File: config.mk
export PLATFORM = sky130hd
export DESIGN_NAME = uart_tx_fifo
export DESIGN_NICKNAME = d
export VERILOG_FILES = /design/src/rtl/uart_tx_fifo_pkg.sv /design/src/rtl/uart_sync_fifo.sv /design/src/rtl/uart_tx_fifo.sv
export SDC_FILE = /design/constraint.sdc
export NUM_CORES = 1
export LEC_CHECK = 0
export BUFFER_PORTS_ARGS = -buffer_cell sky130_fd_sc_hd__buf_2
export CORE_ASPECT_RATIO = 0.6
export CORE_MARGIN = 2
export CORE_UTILIZATION = 40
export CTS_CLUSTER_DIAMETER = 80
export DETAILED_ROUTE_END_ITERATION = 16
export GPL_TIMING_DRIVEN = 0
export MAX_ROUTING_LAYER = met4
export PLACE_DENSITY_LB_ADDON = 0.1
export SYNTH_ARGS = -nofsm -noshare
export SYNTH_HDL_FRONTEND = slang
export SYNTH_SLANG_ARGS = --single-unit
export TNS_END_PERCENT = 10
File: constraint.sdc
create_clock -name clk -period 6.24 [get_ports clk]
set_input_delay 0.624 -clock clk [delete_from_list [all_inputs] [get_ports clk]]
set_output_delay 0.624 -clock clk [all_outputs]
set_load 0.02 [all_outputs]
File: src/rtl/uart_tx_fifo_pkg.sv
// Shared encodings and defaults for the FIFO-buffered UART transmitter.
package UART_pkg;

  localparam int DEFAULT_FIFO_DEPTH = 8;
  localparam int DEFAULT_DIV_W      = 16;

  typedef enum logic [1:0] {
    LEN_5 = 2'd0,
    LEN_6 = 2'd1,
    LEN_7 = 2'd2,
    LEN_8 = 2'd3
  } len_e;

  typedef enum logic [1:0] {
    PAR_NONE     = 2'b00,
    PAR_EVEN     = 2'b01,
    PAR_ODD      = 2'b10,
    PAR_NONE_ALT = 2'b11
  } parity_e;

  typedef enum logic [2:0] {
    IDLE,
    START,
    DATA,
    PARITY,
    STOP
  } state_e;

  function automatic logic [7:0] len_mask(input logic [1:0] len);
    logic [7:0] mask;
    case (len)
      LEN_5:   mask = 8'h1F;
      LEN_6:   mask = 8'h3F;
      LEN_7:   mask = 8'h7F;
      default: mask = 8'hFF;
    endcase
    return mask;
  endfunction

  function automatic logic parity_enabled(input logic [1:0] mode);
    return (mode == PAR_EVEN) || (mode == PAR_ODD);
  endfunction

endpackage

File: src/rtl/uart_sync_fifo.sv
// Single-clock FIFO with combinational read data and an occupancy count.
module uart_sync_fifo #(
  parameter int DEPTH = 8,
  parameter int WIDTH = 8
) (
  input  logic                     clk,
  input  logic                     rst_n,
  input  logic                     push,
  input  logic [WIDTH-1:0]         push_data,
  input  logic                     pop,
  output logic [WIDTH-1:0]         pop_data,
  output logic [$clog2(DEPTH):0]   level,
  output logic                     full,
  output logic                     empty
);

  localparam int AW = $clog2(DEPTH);
  localparam int LW = AW + 1;
  localparam logic [LW-1:0] LEVEL_ONE  = LW'(1);
  localparam logic [LW-1:0] LEVEL_FULL = LW'(DEPTH);
  localparam logic [AW-1:0] PTR_ONE    = AW'(1);

  logic [WIDTH-1:0] mem [DEPTH];
  logic [AW-1:0]    wr_ptr_q, wr_ptr_d;
  logic [AW-1:0]    rd_ptr_q, rd_ptr_d;
  logic [LW-1:0]    level_q, level_d;
  logic             push_ok, pop_ok;

  assign full     = (level_q == LEVEL_FULL);
  assign empty    = (level_q == '0);
  assign level    = level_q;
  assign pop_data = mem[rd_ptr_q];
  assign push_ok  = push && !full;
  assign pop_ok   = pop && !empty;

  // Depth is a power of two, so the pointers wrap on their own.
  always_comb begin
    wr_ptr_d = wr_ptr_q;
    rd_ptr_d = rd_ptr_q;
    level_d  = level_q;
    if (push_ok) wr_ptr_d = wr_ptr_q + PTR_ONE;
    if (pop_ok)  rd_ptr_d = rd_ptr_q + PTR_ONE;
    if (push_ok && !pop_ok)      level_d = level_q + LEVEL_ONE;
    else if (pop_ok && !push_ok) level_d = level_q - LEVEL_ONE;
  end

  always_ff @(posedge clk or negedge rst_n) begin
    if (!rst_n) begin
      wr_ptr_q <= '0;
      rd_ptr_q <= '0;
      level_q  <= '0;
    end else begin
      wr_ptr_q <= wr_ptr_d;
      rd_ptr_q <= rd_ptr_d;
      level_q  <= level_d;
    end
  end

  always_ff @(posedge clk) begin
    if (push_ok) mem[wr_ptr_q] <= push_data;
  end

endmodule

File: src/rtl/uart_tx_fifo.sv
// UART transmitter fed from a byte FIFO; frame config is captured per frame at pop time.
module uart_tx_fifo
  import UART_pkg::*;
#(
  parameter int FIFO_DEPTH = DEFAULT_FIFO_DEPTH,
  parameter int DIV_W      = DEFAULT_DIV_W
) (
  input  logic                          clk,
  input  logic                          rst_n,
  input  logic                          cfg_en,
  input  logic [DIV_W-1:0]              cfg_div,
  input  logic [1:0]                    cfg_len,
  input  logic [1:0]                    cfg_parity,
  input  logic                          cfg_stop2,
  input  logic                          wr_valid,
  input  logic [7:0]                    wr_data,
  output logic                          wr_ready,
  output logic                          tx,
  output logic                          busy,
  output logic                          tx_done,
  output logic [$clog2(FIFO_DEPTH):0]   fifo_level
);

  logic       fifo_full, fifo_empty, pop;
  logic [7:0] fifo_data;

  uart_sync_fifo #(
    .DEPTH (FIFO_DEPTH),
    .WIDTH (8)
  ) u_fifo (
    .clk       (clk),
    .rst_n     (rst_n),
    .push      (wr_valid),
    .push_data (wr_data),
    .pop       (pop),
    .pop_data  (fifo_data),
    .level     (fifo_level),
    .full      (fifo_full),
    .empty     (fifo_empty)
  );

  assign wr_ready = !fifo_full;

  state_e           state_q, state_d;
  logic [DIV_W-1:0] cnt_q, cnt_d;
  logic [DIV_W-1:0] reload_q, reload_d;
  logic [1:0]       len_q, len_d;
  logic [1:0]       par_mode_q, par_mode_d;
  logic             stop2_q, stop2_d;
  logic [7:0]       shift_q, shift_d;
  logic             par_bit_q, par_bit_d;
  logic [2:0]       bit_q, bit_d;
  logic             second_stop_q, second_stop_d;
  logic             tx_q, tx_d;
  logic             busy_q, busy_d;
  logic             done_q, done_d;

  logic       start_ok, bit_end, load_frame;
  logic [2:0] last_bit;
  logic [7:0] masked;

  assign start_ok = cfg_en && !fifo_empty;
  assign bit_end  = (cnt_q == '0);
  assign last_bit = {1'b0, len_q} + 3'd4;

  // tx follows the current state one cycle late, so every bit keeps its full width.
  always_comb begin
    state_d       = state_q;
    cnt_d         = cnt_q;
    reload_d      = reload_q;
    len_d         = len_q;
    par_mode_d    = par_mode_q;
    stop2_d       = stop2_q;
    shift_d       = shift_q;
    par_bit_d     = par_bit_q;
    bit_d         = bit_q;
    second_stop_d = second_stop_q;
    done_d        = 1'b0;
    pop           = 1'b0;
    load_frame    = 1'b0;
    masked        = '0;

    if (!bit_end) cnt_d = cnt_q - DIV_W'(1);

    case (state_q)
      IDLE: load_frame = start_ok;
      START: begin
        if (bit_end) begin
          state_d = DATA;
          cnt_d   = reload_q;
          bit_d   = '0;
        end
      end
      DATA: begin
        if (bit_end) begin
          cnt_d   = reload_q;
          shift_d = {1'b0, shift_q[7:1]};
          if (bit_q == last_bit) begin
            state_d       = parity_enabled(par_mode_q) ? PARITY : STOP;
            second_stop_d = 1'b0;
          end else begin
            bit_d = bit_q + 3'd1;
          end
        end
      end
      PARITY: begin
        if (bit_end) begin
          state_d       = STOP;
          cnt_d         = reload_q;
          second_stop_d = 1'b0;
        end
      end
      STOP: begin
        if (bit_end) begin
          if (stop2_q && !second_stop_q) begin
            second_stop_d = 1'b1;
            cnt_d         = reload_q;
          end else begin
            done_d     = 1'b1;
            state_d    = IDLE;
            load_frame = start_ok;
          end
        end
      end
      default: state_d = IDLE;
    endcase

    if (load_frame) begin
      pop        = 1'b1;
      state_d    = START;
      reload_d   = (cfg_div == '0) ? '0 : cfg_div - DIV_W'(1);
      cnt_d      = reload_d;
      len_d      = cfg_len;
      par_mode_d = cfg_parity;
      stop2_d    = cfg_stop2;
      masked     = fifo_data & len_mask(cfg_len);
      shift_d    = masked;
      par_bit_d  = (^masked) ^ (cfg_parity == PAR_ODD);
    end

    case (state_q)
      START:   tx_d = 1'b0;
      DATA:    tx_d = shift_q[0];
      PARITY:  tx_d = par_bit_q;
      default: tx_d = 1'b1;
    endcase

    busy_d = (state_d != IDLE);
  end

  always_ff @(posedge clk or negedge rst_n) begin
    if (!rst_n) begin
      state_q       <= IDLE;
      cnt_q         <= '0;
      reload_q      <= '0;
      len_q         <= '0;
      par_mode_q    <= '0;
      stop2_q       <= 1'b0;
      shift_q       <= '0;
      par_bit_q     <= 1'b0;
      bit_q         <= '0;
      second_stop_q <= 1'b0;
      tx_q          <= 1'b1;
      busy_q        <= 1'b0;
      done_q        <= 1'b0;
    end else begin
      state_q       <= state_d;
      cnt_q         <= cnt_d;
      reload_q      <= reload_d;
      len_q         <= len_d;
      par_mode_q    <= par_mode_d;
      stop2_q       <= stop2_d;
      shift_q       <= shift_d;
      par_bit_q     <= par_bit_d;
      bit_q         <= bit_d;
      second_stop_q <= second_stop_d;
      tx_q          <= tx_d;
      busy_q        <= busy_d;
      done_q        <= done_d;
    end
  end

  assign tx      = tx_q;
  assign busy    = busy_q;
  assign tx_done = done_q;

endmodule
---- Word level (Yosys, flattened, before mapping) ----
Memories as Yosys holds them, arrays and structs flattened.
Cells that the tools add are included.
storage, ports and cells
  register bits ........................... 66
  memory bits (writable) .................. 64
  bits of input ports ..................... 33
  output and inout bits ................... 8
  logic and storage cells ................. 116
  memories ................................ 1
operators by class
  $add $sub $neg .......................... 8
  equality and inequality tests ........... 18
  muxes and demuxes ....................... 43
  bitwise logic cells ..................... 2
  reductions and logical operators ........ 28
memory list
  memory      words  width  rd ports  clocked after memory_dff  write ports  line                  source
  u_fifo.mem  8      8      1         0                         1            uart_sync_fifo.sv:23  logic [WIDTH-1:0] mem [DEPTH];
operator list
  kind                   number
  $mux 16                6
  $mux 3                 11
  $logic_not 16->1       2
  $mux 8                 4
  $pmux 16 s2            1
  $sub 16x1->16 const B  2
  $pmux 8 s3             1
  $pmux 3 s5             1
  $ne 2x2->1 const B     7
  $mux 1                 13
  $add 3x1->3 const B    3
  $and 8x8->8            1
  $mux 4                 2
  $reduce_bool 2->1      4
  $reduce_xor 8->1       1
  $eq 2x2->1 const B     3
  $eq 3x2->1 const B     2
  $logic_and 1x1->1      6
  $pmux 1 s3             2
  $pmux 3 s2             1
  $reduce_and 6->1       1
  $reduce_bool 3->1      2
  $logic_not 1->1        5
  $add 4x1->4 const B    1
  16 further kinds       17

---- Longest topological paths before layout ----
Gate-level depths: netlist of run 1.
  depth after elaboration ................. 11
  depth in mapped cells ................... 17
  gate-level depth less buffers ........... 15

---- Modules after synthesis ----
A second synthesis of run 1 with hierarchy kept.
second synthesis, totals
  cells, all modules ...................... 545
  area, all modules ....................... 6476.2 µm²
modules (own cells, without submodules)
  module          times used  cells an instance  area each (µm²)  sequential area each (µm²)
  uart_tx_fifo    1           388                3357.0           1402.6
  uart_sync_fifo  1           157                3119.2           2172.1

---- Worst setup path before layout of run 1 ----
Ideal clock, no wire load.
  kind .................................... flip-flop to flip-flop
  from .................................... register cnt_q[0]
  to ...................................... register u_fifo.level_q[3], in the netlist u_fifo.level[3]
  setup time .............................. 132 ps
  data arrival time ....................... 3093 ps
  data required time ...................... 6108 ps
  setup slack ............................. 3015 ps
  stages on the path, launching flop included .. 18
  buffers on the path ..................... 2
  clock period less this slack ............ 3225 ps
  cells stage by stage .................... dfrtp_1 inv_1 ha_1 nor3b_2 nand3_1 o31ai_1 and2_1 buf_2 inv_2 buf_2 ha_1 inv_1 ha_1 a21o_1 a21oi_1 xnor2_1 nor2_1 xor2_1
on the way
  word-level cells in the longest chain between the ends .. 8
  elaborated cells between the ends (all ways) .. 10
  classes of those cells .................. mux: 4; reduce/logical: 6
ends and longest elaborated chain
  what                                                line                  source
  start, declared                                     uart_tx_fifo.sv:45    logic [DIV_W-1:0] cnt_q, cnt_d;
  start signal, assigned                              uart_tx_fifo.sv:168   cnt_q <= cnt_d;
  $logic_not 16->1 *                                  uart_tx_fifo.sv:63    assign bit_end = (cnt_q == '0);
  $mux 1 *                                            uart_tx_fifo.sv:114   if (bit_end) begin
  $pmux 1 s2 *                                        uart_tx_fifo.sv:85    case (state_q)
  $mux 1 *                                            uart_tx_fifo.sv:128   if (load_frame) begin
  $logic_and 1x1->1 *                                 uart_sync_fifo.sv:34  assign pop_ok = pop && !empty;
  $logic_not 1->1                                     uart_sync_fifo.sv:43  if (push_ok && !pop_ok) level_d = level_q + LEVEL_ONE;
  $logic_and 1x1->1                                   uart_sync_fifo.sv:43
  $mux 4 / $reduce_bool 2->1 (equally long branches)  -
  end signal, assigned                                uart_sync_fifo.sv:55  level_q <= level_d;
  end, declared                                       uart_sync_fifo.sv:26  logic [LW-1:0] level_q, level_d;
Every way passes the cells marked *; elsewhere a longest branch is shown, timed or not.
A chain may end at the register's enable or synchronous reset.

---- Worst setup path after layout of run 1 ----
Same ends and word-level chain as after synthesis.

==> results of run 1 <==
==> cell families after synthesis <==
logic type	Yosys count	share of synthesized area (%)
multiplexers	29	8.03
AO/OA/AOI/OAI	97	9.86
AND/OR/NAND/NOR	171	13.8
buffers and inverters	34	2.58
adder cells (fa/ha/maj)	9	1.95
flip-flops	130	58.0
XOR/XNOR	38	5.84
==> worst max-delay path: stages, from the launching register on <==
cell                      delay, ps
sky130_fd_sc_hd__dfrtp_1        410
sky130_fd_sc_hd__inv_1           70
sky130_fd_sc_hd__ha_1           200
sky130_fd_sc_hd__nor3b_2        400
sky130_fd_sc_hd__nand3_1        390
sky130_fd_sc_hd__o31ai_1        430
sky130_fd_sc_hd__and2_1         170
sky130_fd_sc_hd__buf_2          210
sky130_fd_sc_hd__inv_2          110
sky130_fd_sc_hd__buf_2          220
sky130_fd_sc_hd__ha_1           250
sky130_fd_sc_hd__inv_1          130
sky130_fd_sc_hd__ha_1           250
sky130_fd_sc_hd__a21o_1         170
sky130_fd_sc_hd__a21oi_1        170
sky130_fd_sc_hd__xnor2_1        140
sky130_fd_sc_hd__nor2_1          70
sky130_fd_sc_hd__xor2_1         140
==> registers in the layout, summed over array words and instances, names as in the netlist, 2 cells and up <==
signal and count:
u_fifo.mem 64, cnt_q 16, reload_q 16, shift_q 8
u_fifo.level 4, bit_q 3, state_q 3, u_fifo.rd_ptr_q 3
u_fifo.wr_ptr_q 3, len_q 2, par_mode_q 2
==> cell usage after synthesis, drive strengths merged (3+ instances only) <==
cell    number
buf         13
nor4b        4
nor3        17
nor3b        9
xnor2       29
and3         3
or3          4
a211oi       4
o22ai       10
nand2       72
ha           8
mux2i        6
edfxtp      64
o21ai       34
and2         3
nor2        28
a221o        3
nor2b        5
mux4        14
dfrtp       65
clkbuf       8
xor2         7
inv         13
nand4        3
or4          3
nand3        6
nor4         7
o211ai       3
mux2         9
a21oi       20
==> worst paths after layout <==
path | endpoint | slack [ps]
min in group clk | stop2_q | 390
hold / removal | busy | 320
hold reg to reg | reload_q[7] | 490
max in group asynchronous | cnt_q[12] | 5350
setup / recovery | u_fifo.level[3] | 2210
setup reg to reg | u_fifo.level[3] | 2210
==> power by group <==
part           internal [mW]  leakage (nW)  total (mW)  switching [mW]
Combinational          0.529          1.17        1.12           0.589
Sequential              1.15          1.40        1.33           0.181
Clock                  0.566         0.282       0.986           0.420
Total                   2.24          2.85        3.43            1.19
==> per-layer routing <==
metal  GRT usage (%)  share of wire (%)  vias up
met3            4.17                3.9       14
met2            25.7                 41       92
met1            32.7                 54     2178
met4            5.53               0.98        0
li1                -                  -     2017
met5               -                  0        -
==> final cells by class <==
class / instances / area [um^2]
multi-input combinational: 344 / 2470
clock inverter: 15 / 158
clock buffer: 17 / 425
tap: 203 / 254
fill: 1348 / 7900
inverter: 13 / 48.8
sequential: 130 / 3570
timing repair buffer: 45 / 251
buffer: 21 / 110
==> metrics.txt, run 1 <==
# TYPE chip_impl_metric gauge
chip_impl_metric{name="antennaDiodeCount",unit=""} 0
chip_impl_metric{name="netlist_area",unit="mm^2"} 0.00617
chip_impl_info{name="grt_setup_unrepaired",value="false"} 1
chip_impl_metric{name="vias_per_cell",unit=""} 5.46
chip_impl_metric{name="synth_sequential_area_ratio",unit="%"} 58.0
chip_impl_metric{name="post-layout-total-power",unit="mW"} 3.43
chip_impl_metric{name="final_critical_path_setup_slack",unit="ps"} 2210
chip_impl_metric{name="firstDrtPassIters",unit=""} 5
chip_impl_metric{name="vdd_ir_drop_max",unit="mV"} 0.195
chip_impl_metric{name="maxCapViolations",unit=""} 0
chip_impl_metric{name="period_share",unit="%"} 64.6
chip_impl_metric{name="finalHoldViolCount",unit=""} 0
chip_impl_metric{name="grt_start_max_net_pins",unit=""} 67
chip_impl_info{name="root_buffer",value="sky130_fd_sc_hd__clkbuf_16"} 1
chip_impl_metric{name="final_max_slew_viol_count",unit=""} 0
chip_impl_info{name="hold_path.class",value="in2async"} 1
chip_impl_metric{name="worst-endpoint-arrival",unit="ps"} 4330
chip_impl_metric{name="drt_first_iter_violations",unit=""} 269
chip_impl_metric{name="skew_pair_late_insertion_delay",unit="ps"} 420
chip_impl_metric{name="worst_slew_pin_tran",unit="ps"} 1020
chip_impl_info{name="final_cell_mix",value="sky130_fd_sc_hd__nand2_1, sky130_fd_sc_hd__dfrtp_1, sky130_fd_sc_hd__edfxtp_1"} 1
chip_impl_metric{name="area_of_the_core",unit="mm^2"} 0.0152
chip_impl_metric{name="place.detailed.instances",unit=""} 756
chip_impl_metric{name="global_route.overflow_total",unit=""} 0
chip_impl_metric{name="synthesis.instances",unit=""} 508
chip_impl_metric{name="final_nets",unit=""} 614
chip_impl_metric{name="place_congestion",unit=""} 0.829
chip_impl_metric{name="area.growth.synth_to_final",unit="%"} 18.3
chip_impl_info{name="synth_area_leaders",value="sky130_fd_sc_hd__edfxtp_1, sky130_fd_sc_hd__dfrtp_1, sky130_fd_sc_hd__nand2_1, sky130_fd_sc_hd__xnor2_1, sky130_fd_sc_hd__mux4_2"} 1
chip_impl_metric{name="async_reset_ff_share",unit="%"} 50.8
chip_impl_metric{name="clk_pin_slew_worst_paths",unit="ps"} 70
chip_impl_info{name="timing.rr.start",value="cnt_q[0]"} 1
chip_impl_metric{name="power_density",unit="mW/mm^2"} 471
chip_impl_metric{name="layout.cells.non_filler",unit=""} 788
chip_impl_metric{name="drcViolationCount",unit=""} 0
chip_impl_metric{name="detailroute.via_count",unit=""} 4301
chip_impl_metric{name="totalWireLength",unit="um"} 15000
chip_impl_metric{name="core.rowCount",unit=""} 35
chip_impl_metric{name="netlist.area_leader.share",unit="%"} 31.2
chip_impl_metric{name="netlist-cell-type-count",unit=""} 64
chip_impl_metric{name="worst_r2r_path_depth",unit=""} 17
chip_impl_metric{name="cts.repair_timing.setup_buffer_count",unit=""} 0
chip_impl_metric{name="floorplan.initialDensity",unit="%"} 40.6
chip_impl_info{name="critPathCaptureType",value="flop"} 1
chip_impl_metric{name="cts.sinks",unit=""} 130
chip_impl_metric{name="cts_buffers",unit=""} 17
chip_impl_metric{name="core_utilization_of_the_finished_layout",unit="%"} 48.0
chip_impl_metric{name="first_pass_grt_wire_length",unit="um"} 24000
chip_impl_metric{name="detail_route.wl_per_cell",unit="um"} 19.1
chip_impl_metric{name="die_x_extent",unit="um"} 164
chip_impl_metric{name="cp_data_required_time",unit="ps"} 6540
chip_impl_metric{name="clock-skew-final",unit="ps"} 12.8
chip_impl_metric{name="final_total_negative_setup_slack",unit="ps"} 0
chip_impl_metric{name="leakagePower",unit="nW"} 2.85
chip_impl_metric{name="setup_viol",unit=""} 0
chip_impl_info{name="layout_commonest_cell",value="sky130_fd_sc_hd__nand2_1"} 1
chip_impl_info{name="crit_path_start_kind",value="flop"} 1
chip_impl_metric{name="grt_usage",unit="%"} 20.5
chip_impl_metric{name="post_cts_hold_buffer_count",unit=""} 0
chip_impl_metric{name="drt.antenna.violating_nets",unit=""} 0
chip_impl_metric{name="syn_area_per_cell",unit="um^2"} 12.1
chip_impl_metric{name="post-route-min-period",unit="ps"} 4030
chip_impl_metric{name="drive_above_1_share",unit="%"} 21.9
chip_impl_metric{name="yosys_register_bits",unit=""} 130
chip_impl_metric{name="antenna_found_initial",unit=""} 0
chip_impl_info{name="critPathLaunch",value="cnt_q[0]"} 1
chip_impl_metric{name="dieArea",unit="mm^2"} 0.0165
chip_impl_metric{name="finalHoldWorstSlack",unit="ps"} 324
chip_impl_info{name="ys.flop_type",value="sky130_fd_sc_hd__dfrtp_1"} 1
chip_impl_metric{name="final_design_area_no_fill",unit="mm^2"} 0.00729
chip_impl_metric{name="fmax",unit="MHz"} 248
chip_impl_metric{name="cts.htree.levels",unit=""} 4
chip_impl_metric{name="crit_path_max_fanout",unit=""} 10
chip_impl_info{name="tritoncts_clock_tree",value="done"} 1
chip_impl_metric{name="numPortBuffers",unit=""} 40
chip_impl_metric{name="postSynthNetCount",unit=""} 550
chip_impl_metric{name="grt_pass1_vias",unit=""} 4077
chip_impl_info{name="run_status",value="completed"} 1
chip_impl_metric{name="cts-resized-gates",unit=""} 0
chip_impl_info{name="yosysTopAreaCell",value="sky130_fd_sc_hd__edfxtp_1"} 1
chip_impl_metric{name="cell_area_after_placement",unit="mm^2"} 0.00671
chip_impl_metric{name="io-pin-count",unit=""} 41
chip_impl_metric{name="die_y",unit="um"} 100
chip_impl_metric{name="dp_hpwl",unit="um"} 10600
chip_impl_metric{name="cts.path.max_buffers",unit=""} 2
chip_impl_metric{name="synth_edf_count",unit=""} 64
chip_impl_metric{name="pre_cts_ws",unit="ps"} 2250
chip_impl_metric{name="yosysWarningCount",unit=""} 0
chip_impl_metric{name="slew_headroom",unit="%"} 32.1
chip_impl_info{name="criticalPathCategory",value="reg2reg"} 1
No activity file was read; power rests on OpenSTA's default activity.
==> inputs of run 2 (changes only) <==
==> constraint.sdc (replaced) <==
create_clock -name clk -period 3.66 [get_ports clk]
set_input_delay 0.366 -clock clk [delete_from_list [all_inputs] [get_ports clk]]
set_output_delay 0.366 -clock clk [all_outputs]
set_load 0.02 [all_outputs]
==> run 2 against run 1 <==
Compared with the run above:
- clock power up 70%
- cell count up 0.25%
- global-route usage up 0.093 points
- flip-flop and latch count unchanged
- largest cell class unchanged
- largest power group unchanged
- highest routed layer unchanged
==> metrics.txt, run 2 (synthesis results as in run 1) <==
# TYPE chip_impl_metric gauge
chip_impl_metric{name="drive_above_1_share",unit="%"} 23.2
chip_impl_metric{name="place_congestion",unit=""} 0.829
chip_impl_metric{name="vias_per_cell",unit=""} 5.46
chip_impl_metric{name="cts.sinks",unit=""} 130
chip_impl_info{name="layout_commonest_cell",value="sky130_fd_sc_hd__nand2_1"} 1
chip_impl_metric{name="final_nets",unit=""} 616
chip_impl_info{name="grt_setup_unrepaired",value="false"} 1
chip_impl_metric{name="maxCapViolations",unit=""} 0
chip_impl_metric{name="core_utilization_of_the_finished_layout",unit="%"} 48.4
chip_impl_metric{name="critical-path-max-stage-delay",unit="ps"} 410
chip_impl_metric{name="pre_cts_ws",unit="ps"} -325
chip_impl_metric{name="grt_usage",unit="%"} 20.6
chip_impl_info{name="criticalPathCategory",value="reg2reg"} 1
chip_impl_metric{name="die_y",unit="um"} 100
chip_impl_metric{name="antenna_found_initial",unit=""} 0
chip_impl_metric{name="vdd_ir_drop_max",unit="mV"} 0.334
chip_impl_metric{name="cts_buffers",unit=""} 17
chip_impl_metric{name="setup_viol",unit=""} 0
chip_impl_metric{name="grt_start_max_net_pins",unit=""} 67
chip_impl_metric{name="register_area",unit="mm^2"} 0.00357
chip_impl_metric{name="leakagePower",unit="nW"} 2.87
chip_impl_metric{name="area_of_the_core",unit="mm^2"} 0.0152
chip_impl_metric{name="clock-skew-final",unit="ps"} 15.0
chip_impl_metric{name="cp_data_required_time",unit="ps"} 3960
chip_impl_metric{name="io-pin-count",unit=""} 41
chip_impl_metric{name="slew_headroom",unit="%"} 31.0
chip_impl_metric{name="largest_register_ffs",unit=""} 64
chip_impl_metric{name="final_total_negative_setup_slack",unit="ps"} 0
chip_impl_info{name="tritoncts_clock_tree",value="done"} 1
chip_impl_metric{name="drt.antenna.violating_nets",unit=""} 0
chip_impl_metric{name="final_max_slew_viol_count",unit=""} 0
chip_impl_metric{name="die_x_extent",unit="um"} 164
chip_impl_metric{name="global_route.overflow_total",unit=""} 0
chip_impl_metric{name="finalHoldWorstSlack",unit="ps"} 61.2
chip_impl_metric{name="worst_slew_pin_tran",unit="ps"} 1030
chip_impl_info{name="critical_path.top_delay_family",value="adder cells"} 1
chip_impl_metric{name="core.rowCount",unit=""} 35
chip_impl_metric{name="grt_pass1_vias",unit=""} 4086
chip_impl_info{name="regMostFlops",value="u_fifo.mem"} 1
chip_impl_metric{name="fillCellCount",unit=""} 1345
chip_impl_metric{name="antennaDiodeCount",unit=""} 0
chip_impl_metric{name="final_design_area_no_fill",unit="mm^2"} 0.00736
chip_impl_metric{name="numPortBuffers",unit=""} 40
chip_impl_metric{name="first_pass_grt_wire_length",unit="um"} 24100
chip_impl_metric{name="final_critical_path_setup_slack",unit="ps"} 291
chip_impl_metric{name="multi_input_comb_area",unit="mm^2"} 0.00252
chip_impl_info{name="critical_path.cell_chain",value="inv_1, ha_2, nor3b_4, nand3_4, o31ai_4, and2_1, buf_2, inv_2, ha_1, inv_1, ha_1, a21o_1, a21oi_1, xnor2_1, nor2_1, xor2_1"} 1
chip_impl_info{name="largest_registers",value="u_fifo.mem: 64 flops, cnt_q: 16 flops, reload_q: 16 flops"} 1
chip_impl_metric{name="detailroute.via_count",unit=""} 4313
chip_impl_metric{name="totalWireLength",unit="um"} 15100
chip_impl_info{name="root_buffer",value="sky130_fd_sc_hd__clkbuf_16"} 1
chip_impl_metric{name="skew_pair_late_insertion_delay",unit="ps"} 420
chip_impl_info{name="final_cell_mix",value="sky130_fd_sc_hd__nand2_1, sky130_fd_sc_hd__dfrtp_1, sky130_fd_sc_hd__edfxtp_1"} 1
chip_impl_metric{name="post_cts_hold_buffer_count",unit=""} 0
chip_impl_metric{name="fmax",unit="MHz"} 297
chip_impl_metric{name="floorplan.initialDensity",unit="%"} 40.6
chip_impl_metric{name="post-route-min-period",unit="ps"} 3370
chip_impl_metric{name="period_share",unit="%"} 92.0
chip_impl_info{name="run_status",value="completed"} 1
chip_impl_metric{name="drcViolationCount",unit=""} 0
chip_impl_metric{name="power_density",unit="mW/mm^2"} 802
chip_impl_metric{name="crit_path_max_fanout",unit=""} 17
chip_impl_metric{name="dp_hpwl",unit="um"} 10600
chip_impl_info{name="crit_slowest_cell",value="sky130_fd_sc_hd__dfrtp_1"} 1
chip_impl_metric{name="clk_pin_slew_worst_paths",unit="ps"} 70
chip_impl_metric{name="detail_route.wl_per_cell",unit="um"} 19.1
chip_impl_info{name="hold_path.class",value="in2async"} 1
chip_impl_info{name="crit_path_start_kind",value="flop"} 1
chip_impl_metric{name="cts.htree.levels",unit=""} 4
chip_impl_metric{name="firstDrtPassIters",unit=""} 4
chip_impl_metric{name="drt_first_iter_violations",unit=""} 273
chip_impl_metric{name="cell_area_after_placement",unit="mm^2"} 0.00671
chip_impl_metric{name="cts.path.max_buffers",unit=""} 2
chip_impl_metric{name="worst-endpoint-arrival",unit="ps"} 3670
chip_impl_metric{name="area.growth.synth_to_final",unit="%"} 19.3
chip_impl_metric{name="critPathBufInv",unit=""} 4
chip_impl_info{name="critPathCaptureType",value="flop"} 1
chip_impl_metric{name="finalHoldViolCount",unit=""} 0
chip_impl_metric{name="dieArea",unit="mm^2"} 0.0165
run 2: worst paths after layout:
path	from	to	slack [ps]	depth (start not counted)
max	cnt_q[0]	u_fifo.level[3]	290	16
min	rst_n	busy	60	1
max reg2reg	cnt_q[0]	u_fifo.level[3]	290	16
min reg2reg	reload_q[7]	reload_q[7]	490	2
max in group asynchronous	rst_n	shift_q[4]	3040	1
min in group clk	cfg_stop2	stop2_q	130	3
run 2: timing repair:
item | CTS | global route
endpoints found under the setup margin | 2 | 1
setup buffers | 1 | 2
resized for setup | 4 | 5
run 2: metrics by stage:
stage,power (mW),instances
floorplan,3.62,508
global placement,4.09,751
detailed placement,4.20,756
CTS,5.92,789
global route,6.28,790
finish,5.90,790
run 2: power by group:
| group | switching [mW] | leakage (nW) | internal, mW | total, mW |
|---|---|---|---|---|
| Sequential | 0.319 | 1.40 | 1.96 | 2.28 |
| Combinational | 1.02 | 1.19 | 0.917 | 1.94 |
| Clock | 0.716 | 0.282 | 0.965 | 1.68 |
| Total | 2.06 | 2.87 | 3.84 | 5.90 |
run 2: cell type report:
type                       count  share of cell area [%]
timing repair buffer          48                    3.72
inverter                      13                   0.663
sequential                   130                    48.6
multi-input combinational    344                    34.2
clock inverter                15                    2.14
tap                          203                    3.45
clock buffer                  17                    5.78
buffer                        20                    1.43
run 2: metal layers:
layer,GRT usage [%],routed length [um]
met1,32.8,8060
met4,5.53,155
met5,-,0
met2,26.0,6130
met3,4.17,779
